**config.mk**
```make
export PLATFORM = sky130hd
export DESIGN_NAME = logic_unit_pipe_flat
export DESIGN_NICKNAME = d
export VERILOG_FILES = /design/src/rtl/logic_unit_pipe_if.sv /design/src/rtl/logic_unit_pipe.sv /design/src/flat_wrapper.sv
export SDC_FILE = /design/constraint.sdc
export NUM_CORES = 1
export LEC_CHECK = 0
export ABC_CLOCK_PERIOD_IN_PS = 1400
export BUFFER_PORTS_ARGS = -buffer_cell sky130_fd_sc_hd__buf_2
export CORE_MARGIN = 4
export CORE_UTILIZATION = 43
export CTS_CLUSTER_SIZE = 24
export DETAILED_ROUTE_END_ITERATION = 10
export PLACE_DENSITY_LB_ADDON = 0.25
export SLEW_MARGIN = 20
export SYNTH_ARGS = -nofsm -noshare
export SYNTH_HDL_FRONTEND = slang
export SYNTH_SLANG_ARGS = --single-unit
```
**constraint.sdc**
```tcl
create_clock -name clk -period 1.4 [get_ports clk]
set_input_delay 0.42 -clock clk [delete_from_list [all_inputs] [get_ports clk]]
set_output_delay 0.42 -clock clk [all_outputs]
set_load 0.1 [all_outputs]
```
**src/rtl/logic_unit_pipe_if.sv**
```systemverilog
// Operand/result handshake bundle for logic_unit_pipe.
// slave = the pipeline itself; master = operand source plus result consumer.
interface logic_unit_pipe_if #(
    parameter int WIDTH = 8,
    parameter int CNT_W = 16
);
    logic             in_valid;
    logic             in_ready;
    logic [WIDTH-1:0] a;
    logic [WIDTH-1:0] b;
    logic [2:0]       op;
    logic             out_valid;
    logic             out_ready;
    logic [WIDTH-1:0] z;
    logic [CNT_W-1:0] count;

    modport slave (
        input  in_valid, a, b, op, out_ready,
        output in_ready, out_valid, z, count
    );

    modport master (
        output in_valid, a, b, op, out_ready,
        input  in_ready, out_valid, z, count
    );
endinterface

```
**src/rtl/logic_unit_pipe.sv**
```systemverilog
// Bitwise logic unit feeding STAGES elastic register stages; latency STAGES cycles, one beat/cycle.
// Stalls hold the output while bubbles upstream collapse; in_ready falls only when every stage is full.
module logic_unit_pipe #(
    parameter int WIDTH  = 8,
    parameter int STAGES = 2,
    parameter int CNT_W  = 16
) (
    input  logic               clk,
    input  logic               rst_n,
    logic_unit_pipe_if.slave   bus
);

    logic [STAGES-1:0] vld_q, vld_d;
    logic [STAGES-1:0] load_ok;
    logic [WIDTH-1:0]  dat_q [STAGES];
    logic [WIDTH-1:0]  dat_d [STAGES];
    logic [CNT_W-1:0]  cnt_q, cnt_d;
    logic [WIDTH-1:0]  res;

    always_comb begin
        res = '0;
        case (bus.op)
            3'd0: res = ~bus.a;
            3'd1: res = bus.a;
            3'd2: res = bus.a & bus.b;
            3'd3: res = bus.a | bus.b;
            3'd4: res = bus.a ^ bus.b;
            3'd5: res = ~(bus.a & bus.b);
            3'd6: res = ~(bus.a | bus.b);
            3'd7: res = ~(bus.a ^ bus.b);
            default: res = '0;
        endcase
    end

    // A stage may load when the consumer takes the head or any slot from here to the tail is empty.
    always_comb begin
        logic tail_full;
        tail_full = 1'b1;
        load_ok   = '0;
        for (int k = STAGES - 1; k >= 0; k--) begin
            tail_full  = tail_full & vld_q[k];
            load_ok[k] = bus.out_ready | ~tail_full;
        end
    end

    always_comb begin
        vld_d = vld_q;
        dat_d = dat_q;
        cnt_d = cnt_q;
        if (load_ok[0]) begin
            vld_d[0] = bus.in_valid;
            if (bus.in_valid) begin
                dat_d[0] = res;
            end
        end
        for (int k = 1; k < STAGES; k++) begin
            if (load_ok[k]) begin
                vld_d[k] = vld_q[k-1];
                if (vld_q[k-1]) begin
                    dat_d[k] = dat_q[k-1];
                end
            end
        end
        if (vld_q[STAGES-1] && bus.out_ready) begin
            cnt_d = cnt_q + CNT_W'(1);
        end
    end

    always_ff @(posedge clk or negedge rst_n) begin
        if (!rst_n) begin
            vld_q <= '0;
            cnt_q <= '0;
            for (int k = 0; k < STAGES; k++) begin
                dat_q[k] <= '0;
            end
        end else begin
            vld_q <= vld_d;
            cnt_q <= cnt_d;
            dat_q <= dat_d;
        end
    end

    assign bus.in_ready  = load_ok[0];
    assign bus.out_valid = vld_q[STAGES-1];
    assign bus.z         = dat_q[STAGES-1];
    assign bus.count     = cnt_q;

endmodule

```
**src/flat_wrapper.sv**
```systemverilog
// flat-port wrapper written by rule: the top's interface ports become plain ports
module logic_unit_pipe_flat 
#(
    parameter int WIDTH  = 8,
    parameter int STAGES = 2,
    parameter int CNT_W  = 16
)
  (clk, rst_n, bus_in_valid, bus_a, bus_b, bus_op, bus_out_ready, bus_in_ready, bus_out_valid, bus_z, bus_count);
  logic_unit_pipe_if #(.WIDTH(WIDTH), .CNT_W(CNT_W)) bus_i ();
  input  logic clk;
  input  logic rst_n;
  input wire logic [$bits(bus_i.in_valid)-1:0] bus_in_valid;
  input wire logic [$bits(bus_i.a)-1:0] bus_a;
  input wire logic [$bits(bus_i.b)-1:0] bus_b;
  input wire logic [$bits(bus_i.op)-1:0] bus_op;
  input wire logic [$bits(bus_i.out_ready)-1:0] bus_out_ready;
  output wire logic [$bits(bus_i.in_ready)-1:0] bus_in_ready;
  output wire logic [$bits(bus_i.out_valid)-1:0] bus_out_valid;
  output wire logic [$bits(bus_i.z)-1:0] bus_z;
  output wire logic [$bits(bus_i.count)-1:0] bus_count;
  assign bus_i.in_valid = bus_in_valid;
  assign bus_i.a = bus_a;
  assign bus_i.b = bus_b;
  assign bus_i.op = bus_op;
  assign bus_i.out_ready = bus_out_ready;
  assign bus_in_ready = bus_i.in_ready;
  assign bus_out_valid = bus_i.out_valid;
  assign bus_z = bus_i.z;
  assign bus_count = bus_i.count;
  logic_unit_pipe #(.WIDTH(WIDTH), .STAGES(STAGES), .CNT_W(CNT_W)) u_core (.clk(clk), .rst_n(rst_n), .bus(bus_i));
endmodule
```
Word-level counts from Yosys, hierarchy flattened

Cells that the tools add are included.
W data, S select, Z words.

Add/subtract/negate cells: 1
Eq/ne operators: 7
Multiplexer cells: 1
Bitwise gates (word level): 12
Reduce and logical (&&, ||, !) cells: 4

Operator list:

| cell                    | number |
|---|---|
| $pmux W8 S8             | 1 |
| $not A8 Y8              | 4 |
| $add A16 B1 Y16 const B | 1 |
| $eq A3 B3 Y1 const B    | 4 |
| $and A8 B8 Y8           | 1 |
| $or A8 B8 Y8            | 1 |
| $xor A8 B8 Y8           | 1 |
| $eq A3 B2 Y1 const B    | 2 |
| $reduce_and A2 Y1       | 2 |
| $eq A3 B1 Y1 const B    | 1 |
| $logic_not A3 Y1        | 1 |
| $not A1 Y1              | 2 |
| $or A1 B1 Y1            | 2 |
| $and A1 B1 Y1           | 1 |
| $logic_and A1 B1 Y1     | 1 |

Flip-flop bits (word level): 34
Output and inout port bits: 26
Word-level logic and storage cells: 30

Logic depth before layout (Yosys ltp)

Gate-level depths: netlist of run 1.

Depth in word-level cells: 4
Mapped depth: 7
Mapped depth without buffers: 7

Worst setup path after synthesis of run 1

No wires, ideal clock.

Path kind: reg2reg
Start: reg u_core.vld_q[1]
End: reg u_core.dat_q[14] (netlist bit)
Library setup time: 0.121 ns
Arrival: 2.989 ns
Required time: 1.279 ns
Slack: -1.710 ns
Cell stages (with the launch flop): 6
Path buffers: 1
Cells stage by stage: dfrtp_1 nand3b_1 nand2_1 clkbuf_1 a21oi_1 a22o_1

Longest elaborated chain between the ends: 4

Ends and longest elaborated chain:

| item                               | line                  | source |
|---|---|---|
| start, declared                    | logic_unit_pipe.sv:13 | `logic [STAGES-1:0] vld_q, vld_d;` |
| start signal, assigned             | logic_unit_pipe.sv:77 | `vld_q <= vld_d;` |
| $and A1 B1 Y1                      | logic_unit_pipe.sv:41 | `tail_full = tail_full & vld_q[k];` |
| $not A1 Y1                         | logic_unit_pipe.sv:42 | `load_ok[k] = bus.out_ready \| ~tail_full;` |
| $or A1 B1 Y1                       | logic_unit_pipe.sv:42 |  |
| net bus_in_ready                   | flat_wrapper.sv:17    | `output wire logic [$bits(bus_i.in_ready)-1:0] bus_in_ready;` |
| $reduce_and A2 Y1 (no source line) | n/a                   |  |
| end signal, assigned               | logic_unit_pipe.sv:79 | `dat_q <= dat_d;` |
| end, declared                      | logic_unit_pipe.sv:15 | `logic [WIDTH-1:0] dat_q [STAGES];` |

The timed path passes the listed nets, and every way through them passes these cells.
A chain may end at the register's enable or synchronous reset.

Worst setup path in the final report of run 1

Start: reg u_core.vld_q[1]
End: out bus_in_ready

Longest elaborated chain between the ends: 3

Ends and longest elaborated chain:

| item          | line |
|---|---|
| $and A1 B1 Y1 | logic_unit_pipe.sv:41 |
| $not A1 Y1    | logic_unit_pipe.sv:42 |
| $or A1 B1 Y1  | logic_unit_pipe.sv:42 |
| end, declared | flat_wrapper.sv:17 |

Every way passes these cells.

==> qor.yml, run 1 <==
outcome:
  status: "finished with violations"
  violations: "setup timing"
global_route:
  grt_pass1_vias: 1831
  grt_overflow: 0
  track_usage: 0.1668
  antenna_found_initial: 0
  grt_max_degree: 35
  grt_first_pass_wirelength_mm: 8.293
sta:
  relSlewSlack: 0.7912
  finalSetupViolCount: 4
  period_share: 1.109
  finalMaxSlewViolations: 0
  rsz0062_at_grt: "true"
  finClkSkew_ns: 0.004436
  max_freq_mhz: 643.9
  setup_slack_ns: -0.1530
  worst_slew_pin_slew_ns: 0.3121
  hold_viol_final: 0
  tns_ns: -0.2719
  fin_crit_ns: 1.553
clocking:
  cts_buffers: 5
  cts_root_buffer: "clkbuf_8"
  clockBufferDepth: 2
  cts.htree.levels: 2
  clock_sinks: 34
  clk_pin_slew_ns: 0.07
  clkLatencyLatePin_ns: 0.28
  holdBufCountCts: 0
  cts_tree: "built"
worst_setup_path:
  worstPathMaxFanout: 2
  crit_path_top_delay_cell: "dfrtp_4"
  cp_slowest_stage_delay_ns: 0.47
  crit_required_ns: 0.98
  critical_path.startpoint: "u_core.vld_q[1]"
  worst_setup_path_start_kind: "flip-flop"
  cp.arrival_ns: 1.13
  critPathBufInv: 1
  reg2reg_from: "u_core.vld_q[1]"
  path_cells: "nand3b_1 > buf_12"
  crit_type: "flip-flop to primary output"
  cpLargestDelayFamily: "flip-flops"
  critPathCaptureType: "primary output"
placement:
  placed_cells: 354
  port_buffers: 48
  hpwl_mm: 3.649
  place.gp.congestion: 0.7811
floorplan:
  die_w_um: 78.79
  num_io_pins: 49
  die-area_um2: 6207
  fp.dieH_um: 78.79
  core_um2: 4786
  rows: 25
  initial_core_util: 0.4502
min_path:
  hp-class: "input pin to asynchronous set/reset pin"
detailed_routing:
  via_count: 1876
  met2_length_mm: 2.684
  dr.pass1.iters: 4
  drt_iter0_drc: 75
  wirelength_mm: 5.008
  viasPerCell: 5.084
  wl_met3_um: 219
  wl_met1_mm: 2.069
  routed.top_layer: "met4"
  antenna_left: 0
  drc: 0
  wire_per_inst_um: 13.57
synthesis:
  yosysSeqAreaShare: 0.3949
  synth-seq-cells: 34
  yosys_warnings: 0
  synth-edff-count: 0
  syn_area_um2: 2155
  synth-async-reset-ratio: 1.000
  synth_most_common_cell: "dfrtp_1"
  syn_area_per_cell_um2: 9.793
  synthFlopType: "dfrtp_1"
  synth_top_cell_area_share: 0.3949
  synthesis.nets: 260
  yosys-top-cells-count: "dfrtp_1 (34), nand2_1 (18), ha_1 (17), inv_1 (17), xnor2_1 (12)"
  synthTopCellsByArea: "dfrtp_1 (39%), ha_1 (9.9%), xnor2_1 (4.9%), mux2_1 (4.2%), a22o_1 (3.7%)"
  synthDistinctLibCells: 35
  synth_largest_area_cell: "dfrtp_1"
  netlist_instances: 220
pwr:
  power_density_nw_per_um2: 1504
  peakVddDrop_mv: 1.280
  leakage_nw: 1.593
finish:
  drive_gt1_frac: 0.4570
  stdcell_count: 369
  insertedDiodeCount: 0
  final_nets: 341
  area_delta_synth_final_pct: 57.96
flow_run:
  maxCapViolCount: 0
## cell families after synthesis
kind of cell / Yosys count / synth area share
compound gates: 52 / 0.1684
xor+xnor: 15 / 0.06098
fa+ha+maj: 17 / 0.09872
buf+inv: 33 / 0.07781
flops: 34 / 0.3949
mux: 15 / 0.07492
simple gates: 54 / 0.1243
## final timing paths
path	slack (ns)	end	depth (start not counted)
worst max-delay path	-0.15	bus_in_ready	2
worst min-delay path	0.08	u_core.vld_q[1]	2
worst max register to register	-0.01	u_core.bus.count[11]	5
worst min register to register	0.49	u_core.dat_q[8]	1
max in group asynchronous	1.12	u_core.bus.count[8]	2
min in group clk	0.46	u_core.vld_q[0]	2
## state kept, by name, indices dropped and copies added (netlist names)
signal,cells
u_core.vld_q,2
u_core.dat_q,8
u_core.bus.z,8
u_core.bus.count,16
## layout by cell type (no fill, tap or decap), types with 7 or more instances in the layout
master,instances
dfrtp_1,19
xnor2_1,11
nand2b_1,8
nor2_1,7
buf_2,19
o21ai_0,10
buf_12,27
a21oi_1,7
buf_4,39
o22ai_1,7
mux2_1,8
dfrtp_4,10
nand2_1,14
inv_1,15
a22o_1,9
ha_1,15
## power by group
| part | internal (mW) | switching [mW] | total (mW) |
|---|---|---|---|
| Combinational | 1.08 | 1.66 | 2.74 |
| Sequential | 1.24 | 0.258 | 1.50 |
| Clock | 0.531 | 0.347 | 0.878 |
## layer usage
layer,GRT usage,up-vias
met5,0,-
met4,0.06818,0
met3,0.03061,2
met2,0.2920,48
met1,0.2012,898
li1,-,928
## area by class of cell
| type | instances | area [um^2] |
|---|---|---|
| timing repair buffer | 88 | 958.4 |
| clock buffer | 6 | 72.57 |
| tap | 67 | 83.83 |
| fill | 352 | 1383 |
| clock inverter | 2 | 37.54 |
| sequential | 34 | 894.6 |
| multi-input combinational | 154 | 1286 |
| inverter | 18 | 70.07 |
## through the flow
stage | setup WS [ns] | utilization | power (mW) | hold WS, ns | instance area (um^2)
floorplan | -1.020 | - | 3.155 | 0.1244 | 2243
global placement | -0.2793 | 0.6510 | 4.072 | 0.3899 | 3115
detailed placement | -0.3207 | 0.6510 | 4.130 | 0.3910 | 3115
CTS | -0.1642 | 0.6834 | 5.071 | 0.08329 | 3271
global route | -0.1830 | 0.7111 | 5.356 | 0.08109 | 3403
finish | -0.1530 | 0.7111 | 5.119 | 0.08455 | 3403
## repair_timing
item	4_1_cts	5_1_grt
setup buffers	7	3
pin swaps	2	10
gates cloned	0	1
endpoints found under the setup margin	14	33
resized for setup	4	21
No activity file was read; power rests on OpenSTA's default activity.
==> run 2, diff against run 1 <==
==> constraint.sdc (replaced) <==
create_clock -name clk -period 1.4 [get_ports clk]
set_input_delay 0.07 -clock clk [delete_from_list [all_inputs] [get_ports clk]]
set_output_delay 0.07 -clock clk [all_outputs]
set_load 0.1 [all_outputs]
==> qor.yml, run 2 (synthesis results as in run 1) <==
outcome:
  status: "finished clean"
floorplan:
  fp.dieH_um: 78.79
  core_um2: 4786
  rows: 25
  initial_core_util: 0.4502
  num_io_pins: 49
  die_w_um: 78.79
  die-area_um2: 6207
global_route:
  grt_pass1_vias: 1599
  grt_overflow: 0
  track_usage: 0.1458
  antenna_found_initial: 0
  grt_first_pass_wirelength_mm: 7.279
  grt_max_degree: 22
sta:
  finalSetupViolCount: 0
  whs_ns: 0.1687
  tns_ns: 0
  fin_crit_ns: 1.359
  worst_slew_pin_slew_ns: 0.5018
  finalMaxSlewViolations: 0
  relSlewSlack: 0.6678
  period_share: 0.9709
  max_freq_mhz: 735.7
  hold_viol_final: 0
  finClkSkew_ns: 0.004419
finish:
  mostFrequentLayoutCells: "buf_2 (47), dfrtp_1 (20), inv_1 (17)"
  area_delta_synth_final_pct: 25.90
  final_nets: 318
  largest_reg_flops: 16
  final_area_um2: 2713
  fin_util: 0.5668
  drive_gt1_frac: 0.3405
  insertedDiodeCount: 0
  layout_commonest_cell: "buf_2"
worst_setup_path:
  cp.arrival_ns: 1.29
  critical_path.startpoint: "u_core.vld_q[1]"
  worstPathMaxFanout: 6
  crit_type: "flip-flop to primary output"
  worst_setup_path_start_kind: "flip-flop"
  reg2reg_from: "u_core.bus.count[6]"
  critPathCaptureType: "primary output"
  crit_required_ns: 1.33
placement:
  place.gp.congestion: 0.7645
  port_buffers: 48
  hpwl_mm: 3.391
  dpl_cell_area_um2: 2585
detailed_routing:
  via_count: 1753
  drc: 0
  wirelength_mm: 4.313
  dr.pass1.iters: 4
  viasPerCell: 5.066
  antenna_left: 0
  wire_per_inst_um: 12.47
  drt_iter0_drc: 39
clocking:
  clock_sinks: 34
  cts.htree.levels: 2
  cts_buffers: 5
  clkLatencyLatePin_ns: 0.28
  cts_tree: "built"
  cts_root_buffer: "clkbuf_8"
  clk_pin_slew_ns: 0.06
  clockBufferDepth: 2
min_path:
  hp-start: "bus_a[2]"
  hp-class: "input pin to flip-flop"
flow_run:
  maxCapViolCount: 0
pwr:
  power_density_nw_per_um2: 1516
  peakVddDrop_mv: 1.063
  power.total_mw: 4.111
  leakage_nw: 1.327
## run 2: cell count changes in the layout (fill, tap and decap cells not counted), moves of 3 or more
cell	delta
buf_2	+28
a221oi_2	-3
a221oi_1	+3
buf_4	-23
buf_12	-26
## run 2: path summary, 6_finish.rpt
| path | endpoint | slack, ns | cells after the start |
|---|---|---|---|
| setup / recovery | bus_in_ready | 0.04 | 3 |
| hold / removal | u_core.dat_q[10] | 0.17 | 3 |
| setup reg to reg | u_core.bus.count[15] | 0.09 | 5 |
| min in group asynchronous | u_core.bus.count[4] | 0.27 | 2 |
| hold reg to reg | u_core.bus.count[15] | 0.48 | 1 |
| max in group asynchronous | u_core.bus.z[6] | 0.63 | 3 |
## run 2: report_power, final
| group | total (mW) | internal, mW | switching, mW |
|---|---|---|---|
| Sequential | 1.43 | 1.24 | 0.181 |
| Combinational | 2.02 | 0.455 | 1.57 |
| Clock | 0.661 | 0.352 | 0.309 |
## run 2: what timing repair did
| action | CTS | global route |
|---|---|---|
| buffers inserted | 0 | 1 |
| endpoints found under the setup margin | 0 | 4 |
| hold buffers | 2 | 0 |
| endpoints found under the hold margin | 20 | 0 |
| gates resized for setup | 0 | 4 |
## run 2: stage by stage
stage,setup WS [ns],std cells
5_1_grt,-0.004021,346
2_1_floorplan,-1.020,220
3_3_place_gp,0.07367,335
3_5_place_dp,0.04623,335
4_1_cts,0.05905,345
6_report,0.04076,346
## run 2: cell type report
cell class              count  area [um^2]
multi-input cells         153         1192
fillers                   447         2073
well taps                  67        83.83
flip-flops and latches     34        893.4
repair buffers             66        395.4
clock buffers               8        80.08
inverters                  18        67.56
## run 2: routing by layer
layer / wire length (um) / track usage / part of all wire
met5: 0 / 0 / 0
met4: 67 / 0.05245 / 0.016
met3: 248 / 0.03175 / 0.058
met2: 2066 / 0.2530 / 0.48
met1: 1931 / 0.1772 / 0.45
## run 2: worst max-delay path, stage by stage, from the launching register on
cell	delay, ns
dfrtp_4	0.50
nand3b_1	0.17
buf_4	0.16
buf_12	0.17
